### src/rtl/ram_port_arbiter.sv
// ram_port_arbiter
// Shares the single RAM data port between the CPU MEM stage (port 0) and the
// in-memory-compute/loader engine (port 1). The CPU has default priority.
// A wait counter forces an engine grant after MAX_WAIT denied cycles.
// A lock mode keeps the port for up to LOCK_MAX engine beats.
// The RAM has a 1-cycle registered read.
module ram_port_arbiter #(
  parameter int unsigned MAX_WAIT = 4,
  parameter int unsigned LOCK_MAX = 8
) (
  input  logic        clk,
  input  logic        rst,
  input  logic        cpu_req,
  input  logic        cpu_we,
  input  logic [6:0]  cpu_addr,
  input  logic [15:0] cpu_wdata,
  output logic        cpu_gnt,
  output logic        cpu_rvalid,
  output logic [15:0] cpu_rdata,
  input  logic        imc_req,
  input  logic        imc_lock,
  input  logic        imc_we,
  input  logic [6:0]  imc_addr,
  input  logic [15:0] imc_wdata,
  output logic        imc_gnt,
  output logic        imc_rvalid,
  output logic [15:0] imc_rdata,
  output logic        ram_we,
  output logic [6:0]  ram_addr,
  output logic [15:0] ram_wdata,
  input  logic [15:0] ram_rdata
);

  localparam logic [3:0] MAX_WAIT_C = 4'(MAX_WAIT);
  localparam logic [3:0] LOCK_MAX_C = 4'(LOCK_MAX);

  typedef enum logic [0:0] {
    ST_ARB    = 1'b0,
    ST_LOCKED = 1'b1
  } state_t;

  state_t      state_r, state_s;
  logic [3:0]  wait_cnt_r, wait_cnt_s;
  logic [3:0]  lock_cnt_r, lock_cnt_s;
  logic [3:0]  lock_inc_s;
  logic        cpu_gnt_s, imc_gnt_s;
  logic        cpu_rvalid_r, imc_rvalid_r;

  // Grant decision: a forced engine grant beats the CPU; no grants during reset.
  always_comb begin
    cpu_gnt_s = 1'b0;
    imc_gnt_s = 1'b0;
    if (rst) begin
      cpu_gnt_s = 1'b0;
      imc_gnt_s = 1'b0;
    end else begin
      case (state_r)
        ST_ARB: begin
          if (imc_req && (wait_cnt_r == MAX_WAIT_C)) begin
            imc_gnt_s = 1'b1;
          end else if (cpu_req) begin
            cpu_gnt_s = 1'b1;
          end else if (imc_req) begin
            imc_gnt_s = 1'b1;
          end else begin
            imc_gnt_s = 1'b0;
          end
        end
        ST_LOCKED: begin
          if (imc_req) begin
            imc_gnt_s = 1'b1;
          end else begin
            imc_gnt_s = 1'b0;
          end
        end
        default: begin
          cpu_gnt_s = 1'b0;
          imc_gnt_s = 1'b0;
        end
      endcase
    end
  end

  // RAM port mux: the granted requester drives the port; the CPU drives it when idle.
  always_comb begin
    ram_addr  = cpu_addr;
    ram_wdata = cpu_wdata;
    if (imc_gnt_s) begin
      ram_addr  = imc_addr;
      ram_wdata = imc_wdata;
    end else begin
      ram_addr  = cpu_addr;
      ram_wdata = cpu_wdata;
    end
    ram_we = (cpu_gnt_s & cpu_we) | (imc_gnt_s & imc_we);
  end

  // Next-state logic for the lock FSM, the starvation counter and the beat counter.
  always_comb begin
    state_s    = state_r;
    wait_cnt_s = wait_cnt_r;
    lock_cnt_s = lock_cnt_r;
    lock_inc_s = lock_cnt_r + 4'd1;

    if (!imc_req || imc_gnt_s) begin
      wait_cnt_s = 4'd0;
    end else if ((state_r == ST_ARB) && (wait_cnt_r < MAX_WAIT_C)) begin
      wait_cnt_s = wait_cnt_r + 4'd1;
    end else begin
      wait_cnt_s = wait_cnt_r;
    end

    case (state_r)
      ST_ARB: begin
        // With LOCK_MAX of 1 the first beat already reaches the limit, so stay in ARB.
        if (imc_gnt_s && imc_lock && (LOCK_MAX_C > 4'd1)) begin
          state_s    = ST_LOCKED;
          lock_cnt_s = 4'd1;
        end else begin
          state_s    = ST_ARB;
          lock_cnt_s = 4'd0;
        end
      end
      ST_LOCKED: begin
        if (!imc_req) begin
          state_s    = ST_ARB;
          lock_cnt_s = 4'd0;
        end else if (!imc_lock || (lock_inc_s >= LOCK_MAX_C)) begin
          state_s    = ST_ARB;
          lock_cnt_s = lock_inc_s;
        end else begin
          state_s    = ST_LOCKED;
          lock_cnt_s = lock_inc_s;
        end
      end
      default: begin
        state_s    = ST_ARB;
        lock_cnt_s = 4'd0;
      end
    endcase
  end

  // State and read-valid registers; rvalid marks the cycle after a granted read.
  always_ff @(posedge clk) begin
    if (rst) begin
      state_r      <= ST_ARB;
      wait_cnt_r   <= 4'd0;
      lock_cnt_r   <= 4'd0;
      cpu_rvalid_r <= 1'b0;
      imc_rvalid_r <= 1'b0;
    end else begin
      state_r      <= state_s;
      wait_cnt_r   <= wait_cnt_s;
      lock_cnt_r   <= lock_cnt_s;
      cpu_rvalid_r <= cpu_gnt_s & ~cpu_we;
      imc_rvalid_r <= imc_gnt_s & ~imc_we;
    end
  end

  assign cpu_gnt    = cpu_gnt_s;
  assign imc_gnt    = imc_gnt_s;
  assign cpu_rvalid = cpu_rvalid_r;
  assign imc_rvalid = imc_rvalid_r;
  assign cpu_rdata  = ram_rdata;
  assign imc_rdata  = ram_rdata;

endmodule

### config.mk
export PLATFORM = sky130hd
export DESIGN_NAME = ram_port_arbiter
export DESIGN_NICKNAME = d
export VERILOG_FILES = /design/src/rtl/ram_port_arbiter.sv
export SDC_FILE = /design/constraint.sdc
export NUM_CORES = 1
export LEC_CHECK = 0
export BUFFER_PORTS_ARGS = -buffer_cell sky130_fd_sc_hd__buf_2
export CAP_MARGIN = 20
export CORE_MARGIN = 8
export CORE_UTILIZATION = 32
export CTS_CLUSTER_DIAMETER = 80
export DETAILED_ROUTE_END_ITERATION = 10
export GPL_TIMING_DRIVEN = 0
export MAX_ROUTING_LAYER = met4
export PLACE_DENSITY = 0.91
export SYNTH_ARGS = -nofsm -noshare
export SYNTH_HDL_FRONTEND = slang
export SYNTH_SLANG_ARGS = --single-unit
export TNS_END_PERCENT = 100
### constraint.sdc
create_clock -name clk -period 2 [get_ports clk]
set_clock_uncertainty 0.2 [all_clocks]
set_input_delay 0.3 -clock clk [delete_from_list [all_inputs] [get_ports clk]]
set_output_delay 0.3 -clock clk [all_outputs]
set_load 0.005 [all_outputs]
==> results_dict.tcl <==
set metrics [dict create \
    status "finished with violations" \
    violations "setup timing" \
    critPathLaunchType "flop" \
    tightest_slew_ns 0.370 \
    holdWs_ns 0.0144 \
    max_freq_mhz 438 \
    wire_per_inst_um 16.3 \
    powerDensity_nw_per_um2 359 \
    dieArea_um2 5320 \
    syn_area_um2 1040 \
    clock_path_buffers 2 \
    yosys-top-cells-area "buf_4 23%, dfxtp_1 21%, mux2_1 20%, mux2_2 5.4%, ha_1 3.6%" \
    slew_headroom_pct 75.2 \
    setup_ws_ns -0.281 \
    finalSetupTns_ns -6.04 \
    synth.avg_cell_area_um2 9.43 \
    overflow 0 \
    stdcell_area_um2 2060 \
    max_cap_viol_count 0 \
    cp.required_ns 1.50 \
    yosysSeqAreaShare_pct 21.2 \
    clk_latency_ns 0.27 \
    port_buffers 112 \
    io_pins 129 \
    cts_buffers 3 \
    drtIter0Drc 26 \
    nNetsFinal 311 \
    grt_antenna_before_repair 0 \
    ys_top_cells_by_count "32 x buf_4, 18 x mux2_1, 11 x dfxtp_1" \
    synth-seq-cells 11 \
    vias 1243 \
    hold_start "imc_we" \
    synth.most_common_cell "buf_4" \
    period_share_pct 114 \
    wl_mm 4.61 \
    cp-end-kind "output port" \
    wl_met3_um 376 \
    critPathMaxFanout 5 \
    cts_tree "yes" \
    root_buffer "clkbuf_4" \
    startpoint "wait_cnt_r[0]$_SDFFE_PP0P_" \
    fp-row-count 20 \
    dp_hpwl_mm 3.47 \
    r2r_end "state_r$_SDFF_PP0_" \
    leakage_nw 1.14 \
    synth_edf_count 0 \
    ys_warn_count 0 \
    die_height_um 72.9 \
    crit_arrival_ns 1.78 \
    layout-drive-gt1-share_pct 81.5 \
    crit_path_end "ram_wdata[12]" \
    wl_met1_mm 1.53 \
    rrSetupSlack_ns 0.43 \
    hp-class "primary input to flop" \
    finalSetupViolCount 25 \
    layout_min_cycle_time_ns 2.28 \
    drv_slew 0 \
    ys.flop_type "dfxtp_1" \
    criticalPathCategory "flop to output port" \
    grt_pass1_vias 1366 \
    num_antenna_cells 0 \
    viasPerCell 4.41 \
    yosysTopAreaCellShare_pct 23.2 \
    cts.sinks 11 \
    grt_start_max_net_pins 9 \
    rsz0062_at_grt "yes" \
    timing.rr.start "wait_cnt_r[0]$_SDFFE_PP0P_" \
    routed-wl-met2_mm 2.67 \
    first_pass_iters 4 \
    highest_layer "met4" \
    start_util_pct 33.7 \
    async_reset_ff_share_pct 0 \
    drc 0 \
    synth_nets 182 \
    syn_to_final_growth_pct 99.0 \
    grt_usage_pct 16.1 \
    yosys.area.top_type "buf_4" \
    syn_inst 110 \
    gp_congestion 0.778 \
    core_um2 3080 \
    worst_r2r_path_depth 8 \
    dieWidth_um 72.9 \
    hold_viol 0 \
    cts-htree-levels 1 \
    antenna_left 0 \
    clk_pin_slew_ns 0.07 \
    grt_pass1_wl_mm 6.59 \
    dpl-instance-area_um2 1650 \
    ir_drop_mv 0.469 \
    synth.distinct_cells 26 \
]
[worst max-delay path, stage by stage (launching register included)]
cell and delay [ns]:
dfxtp_2 0.33, inv_2 0.06, ha_4 0.15, nand3b_4 0.09, a21oi_4 0.19, buf_6 0.14
buf_6 0.13, mux2_4 0.32, buf_6 0.12
[per-layer routing]
layer / vias up / GRT usage, %
li1: 599 / -
met1: 577 / 12.4
met2: 65 / 34.6
met3: 2 / 6.04
met4: 0 / 1.78
met5: - / -
[final cells by class]
| class | count | area (µm²) |
|---|---|---|
| Tap cell | 44 | 55.1 |
| Clock buffer | 4 | 26.3 |
| Fill cell | 264 | 1010 |
| Timing Repair Buffer | 124 | 835 |
| Inverter | 4 | 15.0 |
| Sequential cell | 11 | 223 |
| Buffer | 34 | 263 |
| Multi-Input combinational cell | 61 | 648 |
[state kept, by name, summed over array words and instances (netlist names)]
register	flops
cpu_rvalid	1
imc_rvalid	1
lock_cnt_r	4
state_r	1
wait_cnt_r	4
[worst min-delay path by stage]
stage | end | cells past startpoint | slack [ns]
2_1_floorplan | cpu_rvalid$_SDFF_PP0_ | 1 | 0.18
3_3_place_gp | imc_rvalid$_SDFF_PP0_ | 2 | 0.28
3_5_place_dp | cpu_rvalid$_SDFF_PP0_ | 2 | 0.28
4_1_cts | imc_rvalid$_SDFF_PP0_ | 2 | 0.009
5_1_grt | imc_rvalid$_SDFF_PP0_ | 2 | 0.01
6_report | imc_rvalid$_SDFF_PP0_ | 2 | 0.01
[cell families (layout without fill, tap and decap cells)]
logic type               count (synthesis)  count (layout)  synth area share [%]
adder cells (fa/ha/maj)                  3               3                  3.62
AND/OR/NAND/NOR                         25              25                  14.5
XOR/XNOR                                 3               3                  2.53
multiplexers                            24              24                  25.9
buffers and inverters                   38             166                  26.8
flip-flops                              11              11                  21.2
AO/OA/AOI/OAI                            6               6                  5.43
[metrics by stage]
stage	worst slack [ns]	total power, mW	instances	utilization, %
floorplan	0.0958	0.352	110	-
global placement	-0.133	0.477	266	53.7
detailed placement	-0.176	0.486	266	53.7
CTS	-0.255	0.720	280	64.3
global route	-0.371	0.779	282	67.1
finish	-0.281	0.741	282	67.1
[power breakdown]
group | leakage (nW) | internal (mW) | switching, mW
combinational | 1.03 | 0.243 | 0.121
clock | 0.0150 | 0.0773 | 0.0740
sequential | 0.0900 | 0.223 | 0.00306
[placed cells by master (no fill, tap or decap), drive strengths merged, types with 2 or more instances in the layout]
master	synthesis	routed
and3	2	2
o32ai	2	2
dfxtp	11	11
nor2	6	6
ha	3	3
nor2b	2	2
nand3	2	2
buf	34	157
mux2	23	23
clkbuf	0	4
inv	4	4
xnor2	2	2
nand2	3	3
nand2b	2	2
nor3	6	6
a21oi	2	2
[timing repair]
item | CTS | global route
resized for setup | 49 | 14
setup endpoints to repair | 26 | 26
pin swaps | 4 | 5
hold buffers | 1 | 0
endpoints found under the hold margin | 1 | 0
cloned | 1 | 0
setup buffers | 8 | 2
No activity file was read; power rests on OpenSTA's default activity.
